<file path="src/rtl/mix_columns_seq.sv">
// Multi-cycle AES MixColumns / InvMixColumns engine, COLS_PER_CYCLE columns per clock.
// Ports: clk, rst_n (async low); in_valid/in_ready/in_data/in_mode accept a 128-bit
// column-major state and a mode (0 fwd, 1 inv); out_valid/out_ready/out_data return it.
module mix_columns_seq #(
    parameter int COLS_PER_CYCLE = 1
) (
    input  logic         clk,
    input  logic         rst_n,
    input  logic         in_valid,
    output logic         in_ready,
    input  logic [127:0] in_data,
    input  logic         in_mode,
    output logic         out_valid,
    input  logic         out_ready,
    output logic [127:0] out_data
);

    generate
        if (COLS_PER_CYCLE != 1 && COLS_PER_CYCLE != 2 &&
            COLS_PER_CYCLE != 4) begin : g_bad_cfg
            $error("mix_columns_seq: COLS_PER_CYCLE must be 1, 2 or 4");
        end
    endgenerate

    // Column pointer step; 4 truncates to 0, which is the intended wrap.
    localparam logic [1:0] STEP = 2'(COLS_PER_CYCLE);

    typedef enum logic [1:0] {
        IDLE,
        BUSY,
        DONE
    } state_t;

    state_t        state;
    logic [127:0]  work;
    logic [127:0]  next_work;
    logic          mode;
    logic [1:0]    col_idx;
    logic          last;

    function automatic logic [7:0] xt(input logic [7:0] b);
        return {b[6:0], 1'b0} ^ (b[7] ? 8'h1b : 8'h00);
    endfunction

    // One column through either matrix. Inverse coefficients are sums of
    // x2/x4/x8 chains: 0e=8^4^2, 0b=8^2^1, 0d=8^4^1, 09=8^1.
    function automatic logic [31:0] mix_col(input logic [31:0] col,
                                            input logic        inv);
        logic [7:0] a  [4];
        logic [7:0] x2 [4];
        logic [7:0] x4 [4];
        logic [7:0] x8 [4];
        logic [7:0] b  [4];
        logic [31:0] res;
        for (int i = 0; i < 4; i++) begin
            a[i]  = col[31 - 8*i -: 8];
            x2[i] = xt(a[i]);
            x4[i] = xt(x2[i]);
            x8[i] = xt(x4[i]);
        end
        for (int r = 0; r < 4; r++) begin
            int r1;
            int r2;
            int r3;
            r1 = (r + 1) % 4;
            r2 = (r + 2) % 4;
            r3 = (r + 3) % 4;
            if (!inv) begin
                b[r] = x2[r] ^ (x2[r1] ^ a[r1]) ^ a[r2] ^ a[r3];
            end else begin
                b[r] = (x8[r]  ^ x4[r]  ^ x2[r])
                     ^ (x8[r1] ^ x2[r1] ^ a[r1])
                     ^ (x8[r2] ^ x4[r2] ^ a[r2])
                     ^ (x8[r3] ^ a[r3]);
            end
        end
        res = {b[0], b[1], b[2], b[3]};
        return res;
    endfunction

    // col_idx is always a multiple of COLS_PER_CYCLE, so col_idx+k never exceeds 3.
    always_comb begin
        next_work = work;
        for (int k = 0; k < COLS_PER_CYCLE; k++) begin
            next_work[127 - 32*(int'(col_idx) + k) -: 32] =
                mix_col(work[127 - 32*(int'(col_idx) + k) -: 32], mode);
        end
    end

    assign last = (int'(col_idx) + COLS_PER_CYCLE) == 4;

    assign in_ready = (state == IDLE) || ((state == DONE) && out_ready);
    assign out_data = work;

    always_ff @(posedge clk or negedge rst_n) begin
        if (!rst_n) begin
            state     <= IDLE;
            work      <= '0;
            mode      <= 1'b0;
            col_idx   <= 2'd0;
            out_valid <= 1'b0;
        end else begin
            case (state)
                IDLE: begin
                    if (in_valid) begin
                        work    <= in_data;
                        mode    <= in_mode;
                        col_idx <= 2'd0;
                        state   <= BUSY;
                    end
                end
                BUSY: begin
                    work    <= next_work;
                    col_idx <= col_idx + STEP;
                    if (last) begin
                        state     <= DONE;
                        out_valid <= 1'b1;
                    end
                end
                DONE: begin
                    if (out_ready) begin
                        out_valid <= 1'b0;
                        if (in_valid) begin
                            work    <= in_data;
                            mode    <= in_mode;
                            col_idx <= 2'd0;
                            state   <= BUSY;
                        end else begin
                            state <= IDLE;
                        end
                    end
                end
                default: begin
                    state     <= IDLE;
                    out_valid <= 1'b0;
                end
            endcase
        end
    end

endmodule
</file>
<file path="config.mk">
export PLATFORM = sky130hd
export DESIGN_NAME = mix_columns_seq
export DESIGN_NICKNAME = d
export VERILOG_FILES = /design/src/rtl/mix_columns_seq.sv
export SDC_FILE = /design/constraint.sdc
export NUM_CORES = 1
export LEC_CHECK = 0
export BUFFER_PORTS_ARGS = -buffer_cell sky130_fd_sc_hd__buf_2
export CAP_MARGIN = 25
export CORE_MARGIN = 4
export CORE_UTILIZATION = 45
export DETAILED_ROUTE_END_ITERATION = 6
export GPL_TIMING_DRIVEN = 0
export PLACE_DENSITY = 0.76
export SYNTH_ARGS = -nofsm -noshare
export SYNTH_HDL_FRONTEND = slang
export SYNTH_SLANG_ARGS = --single-unit
</file>
<file path="constraint.sdc">
create_clock -name clk -period 4.15 [get_ports clk]
set_clock_uncertainty 0.1 [all_clocks]
set_input_delay 0.2075 -clock clk [delete_from_list [all_inputs] [get_ports clk]]
set_output_delay 0.2075 -clock clk [all_outputs]
set_load 0.02 [all_outputs]
</file>
==> reports/results.txt <==
Synthesized cell area -> 0.00976 mm²
TritonCTS clock tree -> yes
CTS sink cnt -> 134
Top_reg_cell synth -> dfrtp_1
Post-synth EDFFs -> 0
R2r setup slk -> 140 ps
WP data required -> 4340 ps
Yosys Warn Count -> 0
Syn_nets -> 1102
Placed Area -> 0.0114 mm²
# rows -> 53
WS Path Type -> reg -> reg
Multi-input gate area -> 0.00604 mm²
Setup TNS -> 0 ps
Worst Path Arrival -> 4200 ps
Outcome -> complete, no violations
Mean Syn Cell Area -> 10.1 µm²
Critical path's top delay family -> XOR/XNOR gates
Clock Pin Slew Worst Setup and Hold Paths -> 60 ps
CP max stage cell -> xnor2_1
CP max stage delay -> 540 ps
Most frequent cell on the critical path -> xnor2_1
Die width -> 155 µm
CTS Buf Count -> 17
Total track usage -> 32.6%
Hold_ws -> 13.3 ps
First-pass GRT wire length -> 59.9 mm
Synthesis-to-layout area growth -> 29.7%
Yosys reg bits -> 134
Startpoint types -> flip-flop
Placeable Area -> 0.0212 mm²
Design area -> 0.0127 mm²
GR Overflow Total -> 0
Hold depth -> 4
Die Y -> 155 µm
Number of diodes -> 0
Worst path depth -> 11
Fmax -> 249 MHz
Total Wirelength -> 39.7 mm
GPL Wtd Cong -> 0.967
Avg WL per Cell -> 24.9 µm
Largest net degree at the start of global routing -> 92
Critical Path Fanout Max -> 10
H-tree depth -> 4
Worst R2R Path Depth -> 11
Fraction of registers with async set or reset after synthesis -> 100%
DR pass1 iterations -> 5
Dpl hpwl -> 28.8 mm
# fillers -> 1689
Worst-path cell chain -> buf_6 -> buf_12 -> buf_8 -> mux4_2 -> buf_2 -> xnor2_1 -> xnor2_1 -> xnor2_1 -> nand2_1 -> xnor2_1 -> o21ai_0
Post-Syn Instances -> 965
Post-synth cell types -> 46
Post-CTS setup repair buffer count -> 0
Final Setup Violations -> 0
Starting utilization of the core area -> 46.1%
Setup crit end kind -> flip-flop
Fin nets -> 1445
Rel. slew slack -> 41.8%
Number of max-cap violations -> 0
Initial DRC Count -> 1345
I/O Buffers -> 262
Crit share post-route -> 96.6%
WP buf/inv -> 4
Routed Antenna Nets -> 0
Seq/Total Area, Yosys -> 34.4%
Proportion of layout cells with a drive suffix above 1 -> 30.1%
Fin crit period -> 4010 ps
RSZ-0062 raised after global routing -> false
Final Hold Vio Count -> 0
I/O pins -> 263
Routed via count -> 9934
Final Slew Violations -> 0
Worst skew pair latency -> 440 ps
Register area -> 0.00335 mm²
# DRC -> 0
Vias in the first global route -> 10.2k
Max Root-Sink Buffers -> 2
Die ar. -> 0.0241 mm²
Min-Delay Path Class -> in -> reg
Antenna violations before repair -> 0
DR vias/cell -> 6.23
Root Driver -> clkbuf_16
Least-Margin Pin Slew -> 874 ps
[state kept, by name, indices dropped and copies added (netlist names)]
register / count
col_idx: 2
mode: 1
out_valid: 1
out_data: 128
state: 2
[stage by stage]
stage,utilization (%),instances,worst slack [ps]
floorplan,-,965,941
global placement,53.9,1502,109
detailed placement,54.1,1503,99.6
CTS,59.4,1594,62.1
global route,59.8,1595,14.1
finish,59.8,1595,139
[path summary, 6_finish.rpt]
| kind | end | startpoint |
|---|---|---|
| worst max-delay path | out_data[74] | col_idx[0] |
| worst min-delay path | out_data[54] | in_data[54] |
| worst max register to register | out_data[74] | col_idx[0] |
| worst min register to register | out_data[46] | out_data[46] |
| max in group asynchronous | out_data[116] | rst_n |
| min in group asynchronous | out_data[64] | rst_n |
[cells in the final DEF, fill, tap and decap left out, types with 23 or more instances in the layout]
| cell type | Yosys | final |
|---|---|---|
| buf_2 | 10 | 271 |
| xor2_1 | 44 | 44 |
| mux4_2 | 31 | 31 |
| dfrtp_1 | 134 | 134 |
| a21oi_1 | 111 | 110 |
| xnor2_1 | 148 | 143 |
| o21ai_0 | 29 | 29 |
| and3_1 | 36 | 36 |
| nand2_1 | 53 | 53 |
| clkbuf_1 | 56 | 59 |
| nor2_1 | 53 | 53 |
| o22ai_1 | 24 | 23 |
| o21ai_1 | 73 | 73 |
| o21a_1 | 32 | 32 |
| dlygate4sd3_1 | 0 | 60 |
[cells in the mapped netlist (20+ instances only)]
master,instances,area share [%]
and3_1,36,2.3
xnor2_1,148,13
o21a_1,32,2.5
nor2_1,53,2.0
a2bb2oi_1,20,1.8
o21ai_1,73,3.7
xor2_1,44,4.0
clkbuf_1,56,2.2
a21oi_1,111,5.7
dfrtp_1,134,34
nand2_1,53,2.0
mux4_2,31,7.2
o21ai_0,29,1.5
o22ai_1,24,1.5
[cell type report]
| type | count | area share (%) |
|---|---|---|
| multi-input combinational | 743 | 47.7 |
| clock inverter | 11 | 0.633 |
| tap | 275 | 2.72 |
| inverter | 3 | 0.0890 |
| buffer | 85 | 3.43 |
| clock buffer | 20 | 3.45 |
| sequential | 134 | 26.5 |
| timing repair buffer | 324 | 15.4 |
[layer usage]
metal	vias to the layer above	GRT usage [%]	wire (µm)
li1	4073	-	-
met1	4730	41.2	14200
met2	897	50.5	18300
met3	234	9.01	4650
met4	0	18.7	2550
met5	-	0	0
[cells by family after synthesis]
logic type | count (synthesis) | share of synthesized area [%]
AOI/OAI and AO/OA | 309 | 18.7
xor gates and xnor gates | 238 | 26.7
and+or+nand+nor | 157 | 7.28
DFF | 134 | 34.4
buffers and inverters | 88 | 4.57
muxes | 35 | 7.90
adders and majority gates | 4 | 0.513
[repair_timing]
item	4_1_cts	5_1_grt
gates resized for setup	0	10
endpoints found under the hold margin	103	0
setup endpoints to repair	0	14
hold buffers	60	0
[worst reg2reg max path: cells and delay by family (launching register included)]
kind	cells	cell delay [ps]
DFF	1	520
AOI/OAI and AO/OA	1	180
muxes	1	520
xor gates and xnor gates	4	1520
and+or+nand+nor	1	110
buffers and inverters	4	910
Power is left out: the tool's default activity adds up to more than one toggle a clock period on the data nets, which glitch-free logic cannot reach.
